===== config.mk =====
export PLATFORM = sky130hd
export DESIGN_NAME = a_ram_loader
export DESIGN_NICKNAME = d
export VERILOG_FILES = /design/src/rtl/a_ram_loader.sv
export SDC_FILE = /design/constraint.sdc
export NUM_CORES = 1
export LEC_CHECK = 0
export ABC_CLOCK_PERIOD_IN_PS = 4900
export CORE_MARGIN = 4
export CORE_UTILIZATION = 40
export CTS_CLUSTER_DIAMETER = 80
export DETAILED_ROUTE_END_ITERATION = 8
export SLEW_MARGIN = 20
export SYNTH_ARGS = -nofsm -noshare
export SYNTH_HDL_FRONTEND = slang
export SYNTH_SLANG_ARGS = --single-unit

===== constraint.sdc =====
create_clock -name clk -period 4.9 [get_ports clk]
set_clock_uncertainty 0.05 [all_clocks]
set_input_delay 0.49 -clock clk [delete_from_list [all_inputs] [get_ports clk]]
set_output_delay 0.49 -clock clk [all_outputs]
set_load 0.01 [all_outputs]

===== src/rtl/a_ram_loader.sv =====
// Writable A-coefficient store: packs a valid/ready stream of coefficients in pairs
// into a register array that reads back in the same packed, addressed format as the A ROM.
module a_ram_loader #(
    parameter int COEF_W   = 7,
    parameter int NUM_COEF = 32,
    parameter int ADDR_W   = 4
) (
    input  logic                  clk,
    input  logic                  rst,
    input  logic                  start,
    input  logic [COEF_W-1:0]     coef_in,
    input  logic                  coef_valid,
    output logic                  coef_ready,
    output logic                  busy,
    output logic                  load_done,
    input  logic [ADDR_W-1:0]     rom_addr,
    output logic [2*COEF_W-1:0]   A_input
);

    localparam int DEPTH = NUM_COEF / 2;
    localparam int CNT_W = $clog2(NUM_COEF);
    localparam logic [CNT_W-1:0] LAST_CNT = CNT_W'(NUM_COEF - 1);

    typedef enum logic [1:0] {
        IDLE = 2'd0,
        LOAD = 2'd1,
        DONE = 2'd2
    } state_t;

    state_t                state;
    logic [CNT_W-1:0]      cnt;
    logic [COEF_W-1:0]     hold;
    logic [2*COEF_W-1:0]   mem [DEPTH];
    logic                  accept;

    // coef_ready is a registered flag, so accept never loops back into coef_ready.
    assign accept = coef_valid && coef_ready;

    always_ff @(posedge clk) begin
        if (rst) begin
            state      <= IDLE;
            cnt        <= '0;
            hold       <= '0;
            coef_ready <= 1'b0;
            busy       <= 1'b0;
            load_done  <= 1'b0;
            A_input    <= '0;
            // NOTE: the array is cleared on reset because an abandoned load must not
            // leave a partial matrix behind; this keeps it in flops rather than a RAM macro.
            for (int i = 0; i < DEPTH; i++) begin
                mem[i] <= '0;
            end
        end else begin
            // NOTE: non-blocking read and write of the same word in one cycle returns
            // the old value; the new word shows up on the following read.
            A_input <= mem[rom_addr];

            case (state)
                IDLE, DONE: begin
                    if (start) begin
                        state      <= LOAD;
                        cnt        <= '0;
                        coef_ready <= 1'b1;
                        busy       <= 1'b1;
                        load_done  <= 1'b0;
                    end
                end

                LOAD: begin
                    if (accept) begin
                        if (!cnt[0]) begin
                            hold <= coef_in;
                        end else begin
                            mem[cnt[CNT_W-1:1]] <= {hold, coef_in};
                        end
                        cnt <= cnt + 1'b1;
                        if (cnt == LAST_CNT) begin
                            state      <= DONE;
                            coef_ready <= 1'b0;
                            busy       <= 1'b0;
                            load_done  <= 1'b1;
                        end
                    end
                end

                default: begin
                    state      <= IDLE;
                    coef_ready <= 1'b0;
                    busy       <= 1'b0;
                    load_done  <= 1'b0;
                end
            endcase
        end
    end

endmodule


Word-level counts from Yosys, hierarchy flattened
Memory sizes are Yosys's and may differ from the RTL's. A register that Yosys moved wholly into a read port is not among the register bits.
Index checks and enable logic that the tools add are counted.

cells by class
  div/mod/pow operators = 0
  $add $sub $neg = 1
  $mul = 0
  mux-type cells = 25
  reduce and logical (&&, ||, !) cells = 8
  bitwise logic cells = 1
  $lt $le $gt $ge = 0
  shift-type cells = 0
  equality and inequality tests = 6

operators with widths
  operator               count
  $mux W1                14
  $mux W14               1
  $reduce_or A14 Y1      1
  $mux W5                2
  $pmux W5 S2            1
  $reduce_and A3 Y1      3
  $mux W2                3
  $ne A2 B2 Y1 const B   3
  $add A5 B1 Y5 const B  1
  $eq A5 B5 Y1 const B   1
  $mux W4                1
  $pmux W1 S2            2
  $pmux W2 S2            1
  $eq A2 B1 Y1 const B   1
  $eq A2 B2 Y1 const B   1
  $logic_not A2 Y1       1
  $reduce_bool A2 Y1     1
  $reduce_or A2 Y1       1
  $logic_and A1 B1 Y1    1
  $not A1 Y1             1

word-level totals
  output and inout bits = 17
  bits of input ports = 15
  register bits = 16
  bits in writable memories = 224
  latch bits = 0
  bits in read-only memories = 0
  memories kept = 1
  word-level logic and storage cells = 47

memories
  memory  words  bits a word  read ports  clocked after memory_dff  write ports  line  text
  mem     16     14           1           1                         16           33    logic [2*COEF_W-1:0] mem [DEPTH];

Logic depth before layout (Yosys ltp)
Gate-level depths: netlist of the first run.

  depth in word-level cells = 7
  depth in mapped cells = 8
  depth with buffers taken out = 7

Least setup slack after synthesis of the first run
No wires, ideal clock.

  path kind = register -> register
  start point = register cnt[1]
  end point = memory mem[7][0] (netlist name) (enable)
  required time = 4,487 ps
  clock period less this slack = 1,957 ps
  path slack = 2,943 ps
  path buffers = 1
  arrival time = 1,544 ps
  stages on the path, launching flop included = 5
  setup time = 363 ps
  cells stage by stage = dfxtp_1 > buf_2 > or2b_4 > nor3_4 > or2_1

RTL lines
  what                    line  text
  from (decl)             31    logic [CNT_W-1:0] cnt;
  from (signal assigned)  76    cnt <= cnt + 1'b1;
  to (decl)               33

==> impl_metrics.json, run 1 <==
{
  "status": "completed",
  "pre_cts_ws_ns": 1.55,
  "wl_per_cell_um": 22.4,
  "synth_top_area_share": 0.584,
  "p_clk_frac": 0.409,
  "worstHoldStart": "cnt[0]",
  "finalCritPeriodShare": 0.571,
  "synthCells": 817,
  "grt_setup_unrepaired": "false",
  "p_leak_uw": 0.00477,
  "swShare": 0.228,
  "maxCapViolations": 0,
  "worstHoldPathCells": 2,
  "grt_max_degree": 67,
  "worstPathArrival_ns": 2.92,
  "gr-total-overflow": 0,
  "hp-class": "flip-flop to flip-flop",
  "p_sw_uw": 1070,
  "worstReg2RegStart": "busy",
  "final_cell_area_sq_um": 12900,
  "gp_routability_congestion": 0.824,
  "ys_warn_count": 0,
  "numPortBuffers": 31,
  "setup_ws_ns": 2.10,
  "chipHeight_um": 178,
  "max-vdd-ir-drop_mv": 0.221,
  "criticalPathCategory": "input pin to flip-flop",
  "clk_pin_slew_ns": 0.06,
  "r2r-end": "mem[3][11]",
  "drt-vias-per-instance": 5.21,
  "setup_viol": 0,
  "seq_power_share": 0.526,
  "antenna_found_initial": 0,
  "drtPass1Iterations": 4,
  "grt_pass1_vias": 6504,
  "core_sq_um": 28100,
  "r2r_setup_slack_ns": 2.17,
  "cts_resized": 0,
  "drive_gt1_frac": 0.129,
  "cts_sinks": 253,
  "drt_iter0_drc": 438,
  "area_growth_pct": 11.8,
  "initial_utilization": 0.410,
  "p_int_uw": 3640,
  "die_x_um": 178,
  "cp_max_fo": 15,
  "synth_area_sq_um": 11500,
  "grt_usage": 0.177,
  "synth.net_count": 834,
  "numCtsBuffers": 29,
  "postCtsSetupRepairBufs": 0,
  "ff2ff_path_depth": 4,
  "cts-root-buf": "clkbuf_16",
  "worstMarginPinSlew_ns": 0.962,
  "start_kind": "input pin",
  "yosys_register_bits": 253,
  "num_antenna_cells": 0,
  "pwr_density_cell_nw_per_um2": 366,
  "syn_area_per_cell_sq_um": 14.1,
  "rows": 61,
  "cts_buffer_depth": 3,
  "synth_top_cell_by_area": "edfxtp_1",
  "setup-tns-final_ns": 0,
  "clock.fmax_mhz": 357,
  "period_minus_slack_ns": 2.80,
  "synth_area_leaders": "edfxtp_1, and2_1, mux2i_1",
  "htreeDepth": 1,
  "dp_hpwl_um": 17400,
  "hold_end": "cnt[0]",
  "grt_pass1_wl_um": 41500,
  "wl_um": 27600,
  "slew_violations": 0,
  "hold_viol_final": 0,
  "place_area_sq_um": 12000,
  "ant_nets": 0,
  "dieArea_sq_um": 31600,
  "worstSkewPairLatency_ns": 0.55,
  "critPathCaptureType": "flip-flop",
  "cts_hold_buf": 0,
  "tritoncts": "done",
  "synth_cell_type_count": 44,
  "p_comb_frac": 0.065,
  "finalNetCount": 847,
  "vias": 6411,
  "ys_seq_area_frac": 0.635,
  "drcViolationCount": 0,
  "relSlewSlack": 0.357,
  "boundaryPins": 32,
  "worstPathRequired_ns": 5.02
}
==> logic make-up after synthesis <==
logic type / share of synthesized area
AND/OR/NAND/NOR: 0.183
flip-flops: 0.635
multiplexers: 0.108
AO/OA/AOI/OAI: 0.0397
buffers and inverters: 0.0315
XOR/XNOR: 0.00152
adder cells (fa/ha/maj): 0.00217
==> registers in the layout (all words and copies together) (netlist names) <==
name       flops
A_input       14
busy           1
cnt            5
hold           7
load_done      1
mem          224
state          1
==> per-layer routing <==
layer,global-route usage,vias to the layer above,wire length [um],part of all wire
met5,0,-,0,0
met3,0.0273,39,1230,0.045
li1,-,2984,-,-
met2,0.284,131,12900,0.47
met1,0.255,3257,12900,0.47
met4,0.0400,0,584,0.021
==> worst max-delay path by stage <==
stage	end	slack, ns	depth (start not counted)	startpoint
final	mem[3][11]	2.10	5	coef_valid
after global routing	mem[5][2]	1.93	5	coef_valid
after detailed placement	mem[3][4]	1.55	5	coef_valid
after global placement	mem[1][4]	1.59	5	coef_valid
after floorplan	mem[7][0]	2.94	4	cnt[1]
after CTS	mem[3][11]	2.10	5	coef_valid
==> synth_stat cells <==
| cell type | n |
|---|---|
| edfxtp_1 | 224 |
| nor2_1 | 13 |
| nor4_4 | 1 |
| and2_1 | 225 |
| dfxtp_1 | 29 |
| nand4_1 | 2 |
| ha_1 | 2 |
| nand2_1 | 19 |
| nor3_4 | 6 |
| nor3_1 | 2 |
| nand2_4 | 2 |
| a311o_1 | 1 |
| buf_8 | 2 |
| o21ai_0 | 1 |
| nand2b_4 | 1 |
| or2_1 | 4 |
| nor2b_1 | 3 |
| mux4_2 | 17 |
| clkbuf_1 | 26 |
| buf_6 | 9 |
| nand3_2 | 1 |
| and2b_2 | 1 |
| xor2_1 | 2 |
| and4b_1 | 1 |
| a21oi_1 | 12 |
| nand3_1 | 12 |
| nor2_2 | 10 |
| or2b_4 | 1 |
| o221ai_1 | 5 |
| nand4b_4 | 2 |
| buf_4 | 5 |
| o211ai_1 | 5 |
| o21ai_1 | 9 |
| or2_2 | 12 |
| clkbuf_2 | 1 |
| a22oi_1 | 34 |
| mux2_2 | 5 |
| buf_2 | 16 |
| mux2i_1 | 80 |
| nand4b_1 | 1 |
| buf_1 | 1 |
| inv_1 | 2 |
| and3_1 | 1 |
| nand2b_1 | 9 |
==> worst max-delay path: stages <==
cell and delay [ns]:
clkdlybuf4s50_1 0.55, and4b_1 0.55, nand4b_4 0.24, nor2_2 0.48, or2_1 0.61
==> power groups by stage <==
| stage | Sequential, uW | Clock (uW) | Combinational (uW) |
|---|---|---|---|
| 2_1_floorplan | 2510 | 0 | 183 |
| 3_3_place_gp | 2520 | 0 | 306 |
| 3_5_place_dp | 2520 | 0 | 308 |
| 4_1_cts | 2480 | 1950 | 309 |
| 5_1_grt | 2490 | 2040 | 328 |
| 6_report | 2480 | 1930 | 306 |
==> layout make-up <==
type / count / area [sq um]
tap: 378 / 473
fill: 2517 / 15200
clock inverter: 20 / 97.6
timing repair buffer: 42 / 394
multi-input combinational: 502 / 3840
inverter: 2 / 7.51
sequential: 253 / 7310
clock buffer: 34 / 744
==> cells in the final DEF, fill, tap and decap left out, drive strengths merged <==
| cell | Yosys | layout |
|---|---|---|
| and2 | 225 | 225 |
| edfxtp | 224 | 224 |
| mux2i | 80 | 80 |
| a22oi | 34 | 34 |
| clkbuf | 27 | 34 |
| clkdlybuf4s50 | 0 | 30 |
| dfxtp | 29 | 29 |
| nor2 | 23 | 23 |
| nand2 | 21 | 21 |
| mux4 | 17 | 17 |
| clkinv | 0 | 17 |
| or2 | 16 | 16 |
| nand3 | 13 | 13 |
| a21oi | 12 | 12 |
| buf | 33 | 12 |
| nand2b | 10 | 10 |
| o21ai | 10 | 10 |
| nor3 | 8 | 8 |
| mux2 | 5 | 5 |
| o221ai | 5 | 5 |
| o211ai | 5 | 5 |
| inv | 2 | 4 |
| nor2b | 3 | 3 |
| nand4b | 3 | 3 |
| nand4 | 2 | 2 |
| xor2 | 2 | 2 |
| ha | 2 | 2 |
| or2b | 1 | 1 |
| and4b | 1 | 1 |
| and2b | 1 | 1 |
| nor4 | 1 | 1 |
| and3 | 1 | 1 |
| a311o | 1 | 1 |
| clkinvlp | 0 | 1 |
==> stage by stage <==
stage / power [uW] / hold WS [ns] / std cells / util
5_1_grt: 4850 / 0.563 / 1231 / 0.458
4_1_cts: 4740 / 0.518 / 1231 / 0.458
3_5_place_dp: 2830 / 0.511 / 1177 / 0.428
6_report: 4710 / 0.519 / 1231 / 0.458
2_1_floorplan: 2690 / 0.447 / 817 / -
3_3_place_gp: 2830 / 0.503 / 1177 / 0.428
Power figures use the tool's default switching activity.
==> run 2: changes to the inputs <==
--- a/config.mk
+++ b/config.mk
@@ -5,7 +5,7 @@
 export SDC_FILE = /design/constraint.sdc
 export NUM_CORES = 1
 export LEC_CHECK = 0
-export ABC_CLOCK_PERIOD_IN_PS = 4900
+export ABC_CLOCK_PERIOD_IN_PS = 2900
 export CORE_MARGIN = 4
 export CORE_UTILIZATION = 40
 export CTS_CLUSTER_DIAMETER = 80
==> constraint.sdc (replaced) <==
create_clock -name clk -period 2.9 [get_ports clk]
set_clock_uncertainty 0.05 [all_clocks]
set_input_delay 0.29 -clock clk [delete_from_list [all_inputs] [get_ports clk]]
set_output_delay 0.29 -clock clk [all_outputs]
set_load 0.01 [all_outputs]
==> impl_metrics.json, run 2 (same netlist as run 1, synthesis figures left out) <==
{
  "finalCritPeriodShare": 0.740,
  "grt_pass1_wl_um": 41400,
  "worstSkewPairLatency_ns": 0.53,
  "period_minus_slack_ns": 2.15,
  "dp_hpwl_um": 18000,
  "vias": 6399,
  "layout_commonest_cell": "and2_1",
  "worstPathBufferInverterCount": 0,
  "p_leak_uw": 0.00495,
  "cts_sinks": 253,
  "wl_per_cell_um": 21.8,
  "crit_end": "mem[6][3]",
  "drt_iter0_drc": 428,
  "start_kind": "flip-flop",
  "grt_max_degree": 38,
  "placed_cells": 1209,
  "grt_pass1_vias": 6688,
  "chipHeight_um": 178,
  "slowest_delay_ns": 0.49,
  "drtPass1Iterations": 5,
  "gr-total-overflow": 0,
  "fillers": 2563,
  "antenna_found_initial": 1,
  "cts_hold_buf": 0,
  "cp_slowest_cell": "and4b_1",
  "area_growth_pct": 14.2,
  "r2r_setup_slack_ns": 0.75,
  "setup_viol": 0,
  "hp-class": "input pin to flip-flop",
  "postCtsSetupRepairBufs": 0,
  "relSlewSlack": 0.266,
  "crit_family": "simple AND/OR/NAND/NOR gates",
  "worstReg2RegStart": "busy",
  "grt_setup_unrepaired": "false",
  "slew_violations": 0,
  "initial_utilization": 0.410,
  "die_x_um": 178,
  "worstMarginPinSlew_ns": 1.10,
  "top_register": "mem",
  "numPortBuffers": 31,
  "ff2ff_path_depth": 4,
  "wl_um": 27500,
  "dieArea_sq_um": 31600,
  "hold_viol_final": 0,
  "drive_gt1_frac": 0.160,
  "setup-tns-final_ns": 0,
  "largest_reg_flops": 224,
  "drcViolationCount": 0,
  "crit_chain": "and4b_1, nand2_4, nor4_4, or2_2",
  "cp-startpoint": "busy",
  "boundaryPins": 32,
  "ant_nets": 0,
  "maxCapViolations": 0,
  "cp_max_fo": 14,
  "grt_usage": 0.177,
  "layout.cells.non_filler": 1259,
  "tritoncts": "done",
  "criticalPathCategory": "flip-flop to flip-flop",
  "pwr_density_cell_nw_per_um2": 614,
  "worstPathArrival_ns": 2.29,
  "layout_common_cells": "and2_1, edfxtp_1, mux2i_1, buf_4, a22oi_1",
  "numCtsBuffers": 27,
  "status": "completed",
  "drt-vias-per-instance": 5.08,
  "clock.fmax_mhz": 466,
  "cts_resized": 0,
  "cts_buffer_depth": 3,
  "rows": 61,
  "gp_routability_congestion": 0.799,
  "max-vdd-ir-drop_mv": 0.420,
  "critPathCaptureType": "flip-flop",
  "r2r-end": "mem[6][3]",
  "cp_num_cells": 4,
  "largestRegisters": "mem: 224 flops, A_input: 14 flops, hold: 7 flops",
  "htreeDepth": 1,
  "clk_pin_slew_ns": 0.06,
  "worstPathRequired_ns": 3.04,
  "finalNetCount": 877,
  "core_sq_um": 28100,
  "cts-root-buf": "clkbuf_16"
}
-- run 2: worst register-to-register path, delay by kind of cell (launching register included) --
| kind | cells | cell delay, ns |
|---|---|---|
| and+or+nand+nor | 4 | 1.32 |
| DFF | 1 | 0.43 |
-- run 2: how the worst min path moves through the flow --
stage          startpoint         to  slack [ns]  cells after the start
3_3_place_gp       cnt[0]     cnt[0]        0.47                      2
2_1_floorplan  coef_in[0]    hold[0]        0.39                      2
5_1_grt             start  load_done        0.48                      4
4_1_cts             start  load_done        0.42                      4
3_5_place_dp       cnt[0]     cnt[0]        0.49                      2
6_report            start  load_done        0.43                      4
-- run 2: per-stage QoR --
| stage | hold slack [ns] | utilization | instance area (sq um) | total power, uW | worst slack, ns |
|---|---|---|---|---|---|
| 2_1_floorplan | 0.387 | - | 11500 | 4550 | 0.943 |
| 3_3_place_gp | 0.474 | 0.438 | 12300 | 4800 | 0.364 |
| 3_5_place_dp | 0.488 | 0.438 | 12300 | 4800 | 0.331 |
| 4_1_cts | 0.419 | 0.468 | 13200 | 8140 | 0.725 |
| 5_1_grt | 0.476 | 0.468 | 13200 | 8350 | 0.602 |
| 6_report | 0.427 | 0.468 | 13200 | 8070 | 0.754 |
-- run 2: layout make-up --
type                       instances  area [sq um]  share of cell area
sequential                       253          7310               0.555
multi-input combinational        502          3840               0.292
clock buffer                      38           757              0.0575
timing repair buffer              74           659              0.0501
tap                              378           473              0.0360
clock inverter                    11           104             0.00789
inverter                           2          7.51            0.000571
antenna                            1          2.50            0.000190
-- run 2: power breakdown --
part	switching (uW)	total [uW]	internal, uW	leakage [uW]
logic	321	536	215	0.00211
clock network	1370	3360	1980	0.000424
registers	62.1	4180	4120	0.00242
-- run 2: layer usage --
layer  vias up  track usage  part of all wire
li1       3030            -                 -
met1      3171        0.237              0.44
met2       160        0.302              0.49
met3        38       0.0268             0.050
met4         0       0.0458             0.022
met5         -            0                 0
